$ cat config.mk
export PLATFORM = sky130hd
export DESIGN_NAME = decode_issue_queue
export DESIGN_NICKNAME = d
export VERILOG_FILES = /design/src/rtl/decode_issue_queue.sv
export SDC_FILE = /design/constraint.sdc
export NUM_CORES = 1
export LEC_CHECK = 0
export ABC_AREA = 1
export BUFFER_PORTS_ARGS = -buffer_cell sky130_fd_sc_hd__buf_2
export CAP_MARGIN = 20
export CORE_MARGIN = 4
export CORE_UTILIZATION = 53
export DETAILED_ROUTE_END_ITERATION = 12
export GPL_TIMING_DRIVEN = 0
export PLACE_DENSITY_LB_ADDON = 0.12
export SYNTH_ARGS = -nofsm -noshare
export SYNTH_HDL_FRONTEND = slang
export SYNTH_SLANG_ARGS = --single-unit
export TNS_END_PERCENT = 10
$ cat constraint.sdc
create_clock -name clk_i -period 4.2 [get_ports clk_i]
set_input_delay 0.42 -clock clk_i [delete_from_list [all_inputs] [get_ports clk_i]]
set_output_delay 0.42 -clock clk_i [all_outputs]
set_load 0.05 [all_outputs]
$ cat src/rtl/decode_issue_queue.sv
// Decode-to-issue buffer: a small first-word-fall-through FIFO of decoded
// scoreboard entries. Issue is held back after a control-flow instruction
// leaves the queue, until the execute stage reports that it has resolved.

package decode_issue_pkg;

  // Decoded instruction as handed from the decoder to the issue stage.
  typedef struct packed {
    logic [31:0] pc;
    logic [3:0]  fu;
    logic [7:0]  op;
    logic [4:0]  rd;
    logic [4:0]  rs1;
    logic [4:0]  rs2;
  } scoreboard_entry_t;

endpackage

module decode_issue_queue
  import decode_issue_pkg::*;
#(
  parameter  int unsigned DEPTH = 4,
  localparam int unsigned PTR_W = $clog2(DEPTH)
) (
  input  logic              clk_i,
  input  logic              rst_ni,
  input  logic              flush_i,
  input  logic              flush_unissued_instr_i,
  input  scoreboard_entry_t decoded_instr_i,
  input  logic              decoded_instr_valid_i,
  input  logic              is_ctrl_flow_i,
  output logic              decoded_instr_ack_o,
  output scoreboard_entry_t issue_instr_o,
  output logic              issue_instr_valid_o,
  output logic              is_ctrl_flow_o,
  input  logic              issue_ack_i,
  input  logic              resolve_branch_i,
  output logic              full_o,
  output logic [PTR_W:0]    usage_o
);

  // One buffered slot: the decoded payload plus its control-flow marker.
  typedef struct packed {
    scoreboard_entry_t instr;
    logic              ctrl_flow;
  } slot_t;

  localparam logic [PTR_W:0] DEPTH_CNT = (PTR_W + 1)'(DEPTH);

  logic [PTR_W-1:0] rd_ptr_reg, rd_ptr_next;
  logic [PTR_W-1:0] wr_ptr_reg, wr_ptr_next;
  logic [PTR_W:0]   usage_reg, usage_next;
  logic             unresolved_reg, unresolved_next;

  slot_t            slot_q [DEPTH];
  slot_t            head;

  logic             flush_any;
  logic             full;
  logic             pop_ok;
  logic             pop;
  logic             push;

  // Either flush kills this cycle's handshakes; the whole queue is dropped.
  assign flush_any = flush_i | flush_unissued_instr_i;
  assign full      = (usage_reg == DEPTH_CNT);
  assign head      = slot_q[rd_ptr_reg];

  // The head may only leave while no earlier control-flow instruction is
  // still in flight.
  assign pop_ok = (usage_reg != '0) & ~unresolved_reg & ~flush_any;
  assign pop    = issue_ack_i & pop_ok;

  // A full queue still accepts an entry when the head leaves in the same
  // cycle; this is a deliberate combinational path from issue_ack_i.
  // While rst_ni is low nothing is accepted.
  assign push = decoded_instr_valid_i & (~full | pop) & ~flush_any & rst_ni;

  assign decoded_instr_ack_o = push;
  assign issue_instr_valid_o = pop_ok;
  assign issue_instr_o       = head.instr;
  assign is_ctrl_flow_o      = head.ctrl_flow;
  assign full_o              = full;
  assign usage_o             = usage_reg;

  // Slot storage; each slot captures the incoming entry when it is the write target.
  for (genvar gi = 0; gi < DEPTH; gi++) begin : g_slot
    slot_t slot_reg;

    // Write the slot on a push addressed to it; reset clears it so the
    // head outputs read as zero out of reset.
    always_ff @(posedge clk_i or negedge rst_ni) begin
      if (!rst_ni) begin
        slot_reg <= '0;
      end else if (push && (wr_ptr_reg == PTR_W'(gi))) begin
        slot_reg <= '{instr: decoded_instr_i, ctrl_flow: is_ctrl_flow_i};
      end
    end

    assign slot_q[gi] = slot_reg;
  end

  // Next-state for pointers, occupancy and the branch gate.
  always_comb begin
    rd_ptr_next     = rd_ptr_reg;
    wr_ptr_next     = wr_ptr_reg;
    usage_next      = usage_reg;
    unresolved_next = unresolved_reg;

    if (flush_any) begin
      rd_ptr_next = '0;
      wr_ptr_next = '0;
      usage_next  = '0;
      // A flush of unissued entries leaves an already issued branch in
      // flight, so the gate is only cleared by a full flush.
      if (flush_i) begin
        unresolved_next = 1'b0;
      end
    end else begin
      if (pop) begin
        rd_ptr_next = rd_ptr_reg + PTR_W'(1);
      end
      if (push) begin
        wr_ptr_next = wr_ptr_reg + PTR_W'(1);
      end
      if (push && !pop) begin
        usage_next = usage_reg + (PTR_W + 1)'(1);
      end else if (pop && !push) begin
        usage_next = usage_reg - (PTR_W + 1)'(1);
      end

      // A newly issued branch dominates a resolve of the previous one.
      if (pop && head.ctrl_flow) begin
        unresolved_next = 1'b1;
      end else if (resolve_branch_i) begin
        unresolved_next = 1'b0;
      end
    end
  end

  // Control state registers.
  always_ff @(posedge clk_i or negedge rst_ni) begin
    if (!rst_ni) begin
      rd_ptr_reg     <= '0;
      wr_ptr_reg     <= '0;
      usage_reg      <= '0;
      unresolved_reg <= 1'b0;
    end else begin
      rd_ptr_reg     <= rd_ptr_next;
      wr_ptr_reg     <= wr_ptr_next;
      usage_reg      <= usage_next;
      unresolved_reg <= unresolved_next;
    end
  end

`ifndef SYNTHESIS
  // Never accept an entry into a full queue unless the head leaves too.
  a_no_overflow : assert property (@(posedge clk_i) disable iff (!rst_ni)
    !(push && full && !pop));

  // Occupancy never exceeds the storage.
  a_usage_bound : assert property (@(posedge clk_i) disable iff (!rst_ni)
    usage_reg <= DEPTH_CNT);

  // A presented head that is not taken must not change.
  a_head_stable : assert property (@(posedge clk_i) disable iff (!rst_ni)
    (issue_instr_valid_o && !issue_ack_i) |=> $stable(issue_instr_o));
`endif

endmodule
==> impl_metrics.env, run 1 <==
export IMPL_fin_util=0.6299
export IMPL_synth_warnings=0
export IMPL_drt_iter0_drc=1055
export IMPL_syn_num_nets=1524
export IMPL_fin_ws_ps=853.9
export IMPL_drc=0
export IMPL_avgSynthCellArea_sq_um=8.075
export IMPL_overflow=0
export IMPL_grt_pass1_wl_microns=56950
export IMPL_synth_xor_area_share=0.001494
export IMPL_ys_types=26
export IMPL_synth_top_area_cell="dfrtp_1"
export IMPL_ir_drop_uv=327.6
export IMPL_multiInputGateArea_sq_mm=0.004773
export IMPL_cts_buffers=27
export IMPL_totalWireLength_microns=35170
export IMPL_drive_gt1_frac=0.1515
export IMPL_dieHeight_microns=156.7
export IMPL_synth_simple_area_share=0.3143
export IMPL_antenna_found_initial=3
export IMPL_io_pins=133
export IMPL_htreeDepth=1
export IMPL_mostFrequentLayoutCells="494 x nand2_1, 248 x nand3_1, 248 x dfrtp_1"
export IMPL_slew_headroom=0.5617
export IMPL_yosys_area_share_adder=0.005976
export IMPL_synthMuxAreaShare=0
export IMPL_place_gp_congestion=0.8266
export IMPL_syn_inst=1452
export IMPL_fin_area_sq_mm=0.01375
export IMPL_cp_max_fo=10
export IMPL_synth_area_leaders="dfrtp_1 53%, nand2_1 16%, nand3_1 11%"
export IMPL_vias=10900
export IMPL_final_common_cell="nand2_1"
export IMPL_vias_per_cell=5.688
export IMPL_wl_per_cell_microns=18.35
export IMPL_fin_crit_sh=0.7967
export IMPL_tightest_slew_ps=657.5
export IMPL_synth_area_sq_mm=0.01172
export IMPL_drv_slew=0
export IMPL_numPortBuffers=132
export IMPL_synth_top_cell_area_share=0.5293
export IMPL_clk_pin_slew_ps=60
export IMPL_regArea_sq_mm=0.006206
export IMPL_start_util=0.5373
export IMPL_grt_pass1_vias=10910
export IMPL_power_density_mw_per_mm2=468.7
export IMPL_hold_violations=0
export IMPL_cts_resized=0
export IMPL_fmax_mhz=298.9
export IMPL_insertion_delay_ps=540
export IMPL_die_area_sq_mm=0.02457
export IMPL_ys_seq_area_frac=0.5293
export IMPL_cp_required_ps=3780
export IMPL_syn2layout_area_growth_pct=17.23
export IMPL_num_rows=54
export IMPL_cp_start_kind="flop"
export IMPL_synth_compound_gate_area_share=0.08537
export IMPL_coreArea_sq_mm=0.02182
export IMPL_synth_top_family_by_area="simple AND/OR/NAND/NOR gates"
export IMPL_timing_hold_ws_ps=143.9
export IMPL_die_w_microns=156.7
export IMPL_max_clock_path_buffers=3
export IMPL_pre_cts_ws_ps=1474
export IMPL_cap_violations=0
export IMPL_finClkSkew_ps=12.63
export IMPL_min_period_ps=3346
export IMPL_dpl_cell_area_sq_mm=0.01280
export IMPL_numClockSinks=248
export IMPL_fin_nets=1688
export IMPL_worstSetupPathType="flop to output port"
export IMPL_grt_max_degree=112
export IMPL_largest_register_ffs=240
export IMPL_hold_path_class="input port to flop"
export IMPL_fillCellCount=1945
export IMPL_tritoncts="done"
export IMPL_cp_data_arrival_time_ps=2930
export IMPL_n_antenna_cell=0
export IMPL_end_kind="output port"
export IMPL_p_leak_nw=7.632
export IMPL_setup_viol=0
export IMPL_hpwlAfterDp_microns=23100
export IMPL_drt_pass1_iter_count=5
export IMPL_total_power_mw=6.442
export IMPL_rsz0062_at_grt="no"
export IMPL_groute_usage_overall=0.2889
export IMPL_ant_nets=0
export IMPL_ys_ff_latch=248
export IMPL_outcome="finished, final reports clean"
export IMPL_clockRootBuffer="clkbuf_16"
-- power by group --
part | internal, mW | switching [mW] | total [mW]
clock network | 1.51 | 0.973 | 2.48
logic | 0.312 | 0.961 | 1.27
registers | 2.58 | 0.103 | 2.69
total | 4.41 | 2.04 | 6.44
-- synthesized netlist by cell type --
| master | count |
|---|---|
| nor2_4 | 1 |
| dfrtp_1 | 248 |
| o21ai_0 | 123 |
| nand3b_4 | 1 |
| inv_2 | 8 |
| and2_1 | 1 |
| nand2_1 | 494 |
| nand3_2 | 1 |
| nor2_2 | 1 |
| o22ai_1 | 60 |
| clkbuf_1 | 60 |
| nand4_1 | 2 |
| buf_1 | 4 |
| buf_4 | 8 |
| nor2_1 | 124 |
| a21oi_1 | 2 |
| nand2_2 | 2 |
| fa_1 | 1 |
| buf_6 | 24 |
| nand2_4 | 4 |
| ha_1 | 4 |
| buf_8 | 1 |
| inv_1 | 8 |
| xor2_1 | 2 |
| nand3_1 | 248 |
| buf_2 | 20 |
-- stage by stage --
step | cells | setup TNS, ps
after CTS | 1917 | 0
after global placement | 1864 | -1040880
final | 1917 | 0
after detailed placement | 1866 | 0
after floorplan | 1452 | 0
after global routing | 1917 | 0
-- per-layer routing --
layer	part of all wire	vias to the layer above	GRT usage
met5	0.0012	-	0
met3	0.081	82	0.05006
li1	-	5125	-
met4	0.028	6	0.09463
met2	0.47	453	0.4646
met1	0.42	5237	0.4016
-- cell families after synthesis --
kind of cell,Yosys count
XOR/XNOR,2
AND/OR/NAND/NOR,879
AO/OA/AOI/OAI,185
flip-flops,248
adder cells (fa/ha/maj),5
buffers and inverters,133
-- what timing repair did --
item	CTS	global route
hold buffers	1	0
setup endpoints to repair	0	0
endpoints found under the hold margin	51	0
buffers inserted	0	0
-- layout make-up --
| type | count | share of cell area |
|---|---|---|
| Tap cell | 280 | 0.02549 |
| Multi-Input combinational cell | 1071 | 0.3473 |
| Clock inverter | 8 | 0.008920 |
| Buffer | 117 | 0.04988 |
| Clock buffer | 42 | 0.05908 |
| Timing Repair Buffer | 135 | 0.05352 |
| Sequential cell | 248 | 0.4515 |
| Inverter | 16 | 0.004369 |
-- path summary, 6_finish.rpt --
path / slack, ps / from / end / depth (start not counted)
worst max register to register: 2040 / rd_ptr_reg[0]$_DFFE_PN0P_ / rd_ptr_reg[0]$_DFFE_PN0P_ / 6
min in group asynchronous: 390 / rst_ni / g_slot[3].slot_reg[4]$_DFFE_PN0P_ / 2
worst min-delay path: 140 / resolve_branch_i / unresolved_reg$_DFFE_PN0P_ / 4
worst max-delay path: 850 / rd_ptr_reg[0]$_DFFE_PN0P_ / issue_instr_o[26] / 6
max in group asynchronous: 2920 / rst_ni / g_slot[2].slot_reg[33]$_DFFE_PN0P_ / 3
worst min register to register: 460 / g_slot[1].slot_reg[13]$_DFFE_PN0P_ / g_slot[1].slot_reg[13]$_DFFE_PN0P_ / 2
-- worst max-delay path, stage by stage (launching register included) --
cell and delay, ps:
dfrtp_1 420, inv_2 160, clkbuf_1 530, clkbuf_1 530
nor2_1 100, o22ai_1 310, buf_2 330
No activity file was read; power rests on OpenSTA's default activity.
==> run 2, diff against run 1 <==
Clock period 4.2 ns to 3.1 ns, I/O delays scaled along.
==> impl_metrics.env, run 2 (synthesized netlist as in run 1, its figures left out) <==
export IMPL_intPower_mw=5.968
export IMPL_fin_crit_sh=0.9313
export IMPL_fin_util=0.6298
export IMPL_numClockSinks=248
export IMPL_die_w_microns=156.7
export IMPL_cp_required_ps=2790
export IMPL_wl_per_cell_microns=18.30
export IMPL_numPortBuffers=132
export IMPL_fillCellCount=1943
export IMPL_hold_violations=0
export IMPL_ant_nets=0
export IMPL_grt_max_degree=112
export IMPL_slew_headroom=0.5816
export IMPL_antenna_found_initial=3
export IMPL_cap_violations=0
export IMPL_drt_pass1_iter_count=5
export IMPL_pre_cts_ws_ps=484.3
export IMPL_grt_pass1_vias=10930
export IMPL_min_period_ps=2887
export IMPL_drv_slew=0
export IMPL_mostFrequentLayoutCells="494 x nand2_1, 248 x nand3_1, 248 x dfrtp_1"
export IMPL_final_common_cell="nand2_1"
export IMPL_swShare=0.3161
export IMPL_num_rows=54
export IMPL_end_kind="output port"
export IMPL_vias_per_cell=5.649
export IMPL_cts_buffers=27
export IMPL_clockRootBuffer="clkbuf_16"
export IMPL_max_clock_path_buffers=3
export IMPL_cp_max_fo=10
export IMPL_hold_path_class="input port to flop"
export IMPL_dpl_cell_area_sq_mm=0.01280
export IMPL_total_power_mw=8.727
export IMPL_io_pins=133
export IMPL_hpwlAfterDp_microns=23100
export IMPL_fin_ws_ps=213.0
export IMPL_fin_nets=1687
export IMPL_setup_viol=0
export IMPL_start_util=0.5373
export IMPL_p_clk_frac=0.386
export IMPL_timing_hold_ws_ps=32.90
export IMPL_die_area_sq_mm=0.02457
export IMPL_overflow=0
export IMPL_largest_register_ffs=240
export IMPL_vias=10820
export IMPL_rsz0062_at_grt="no"
export IMPL_groute_usage_overall=0.2882
export IMPL_fmax_mhz=346.4
export IMPL_cp_start_kind="flop"
export IMPL_insertion_delay_ps=540
export IMPL_outcome="finished, final reports clean"
export IMPL_power_density_mw_per_mm2=635.0
export IMPL_tritoncts="done"
export IMPL_finClkSkew_ps=13.14
export IMPL_drc=0
export IMPL_totalWireLength_microns=35060
export IMPL_worstSetupPathType="flop to output port"
export IMPL_place_gp_congestion=0.8266
export IMPL_drive_gt1_frac=0.1528
export IMPL_tightest_slew_ps=627.6
export IMPL_p_seq_frac=0.417
export IMPL_p_switching_mw=2.759
export IMPL_syn2layout_area_growth_pct=17.22
export IMPL_htreeDepth=1
export IMPL_p_leak_nw=7.637
export IMPL_fin_area_sq_mm=0.01374
export IMPL_ir_drop_uv=443.4
export IMPL_coreArea_sq_mm=0.02182
export IMPL_drt_iter0_drc=915
export IMPL_cp_data_arrival_time_ps=2580
export IMPL_grt_pass1_wl_microns=56820
export IMPL_clk_pin_slew_ps=60
export IMPL_n_antenna_cell=0
export IMPL_combPwrFrac=0.197
export IMPL_dieHeight_microns=156.7
## run 2: cell count changes in the layout (fill, tap and decap cells not counted)
cell and change:
clkbuf_2 +2, buf_1 -1, clkbuf_1 -2
## run 2: timing repair
item / in CTS / in global routing
hold buffers: 1 / 0
gates resized for setup: 0 / 3
buffers inserted: 0 / 0
endpoints found under the hold margin: 51 / 0
endpoints found under the setup margin: 16 / 2
## run 2: per-stage QoR
| step | std cells | TNS [ps] |
|---|---|---|
| final | 1916 | 0 |
| after detailed placement | 1866 | 0 |
| after global placement | 1864 | -1529830 |
| after CTS | 1916 | 0 |
| after global routing | 1916 | 0 |
| after floorplan | 1452 | 0 |
## run 2: final cells by class
class | count | area, sq um | area share
Inverter | 16 | 60.06 | 0.004370
Clock buffer | 42 | 812.0 | 0.05908
Timing Repair Buffer | 135 | 735.7 | 0.05353
Multi-Input combinational cell | 1071 | 4773 | 0.3473
Tap cell | 280 | 350.3 | 0.02549
Sequential cell | 248 | 6206 | 0.4515
Buffer | 116 | 684.4 | 0.04980
Clock inverter | 8 | 122.6 | 0.008921
## run 2: power groups by stage
stage               Combinational [mW]  Clock (mW)  Sequential [mW]
detailed placement                1.72           0             3.69
finish                            1.72        3.37             3.64
CTS                               1.73        3.40             3.64
floorplan                         1.21           0             3.67
global route                      1.86        3.55             3.67
global placement                  1.69           0             3.68
## run 2: critical path, stage by stage (launching register included)
cell,delay (ps)
dfrtp_1,520
inv_1,340
clkbuf_1,380
o21ai_0,160
o22ai_1,300
buf_2,330
## run 2: routing by layer
layer / track usage / part of all wire / vias up
met2: 0.4628 / 0.47 / 417
met5: 0 / 0.0012 / -
met1: 0.4001 / 0.43 / 5202
met4: 0.09421 / 0.025 / 6
li1: - / - / 5121
met3: 0.05171 / 0.074 / 77
## run 2: path summary, 6_finish.rpt
kind	startpoint	end	slack [ps]	cells past startpoint
min	resolve_branch_i	unresolved_reg$_DFFE_PN0P_	30	4
min in group asynchronous	rst_ni	g_slot[3].slot_reg[4]$_DFFE_PN0P_	290	2
max in group asynchronous	rst_ni	g_slot[3].slot_reg[26]$_DFFE_PN0P_	1930	3
min reg2reg	g_slot[1].slot_reg[13]$_DFFE_PN0P_	g_slot[1].slot_reg[13]$_DFFE_PN0P_	460	2
max	rd_ptr_reg[1]$_DFFE_PN0P_	issue_instr_o[26]	210	5
max reg2reg	usage_o[2]$_DFFE_PN0P_	usage_o[2]$_DFFE_PN0P_	1120	11
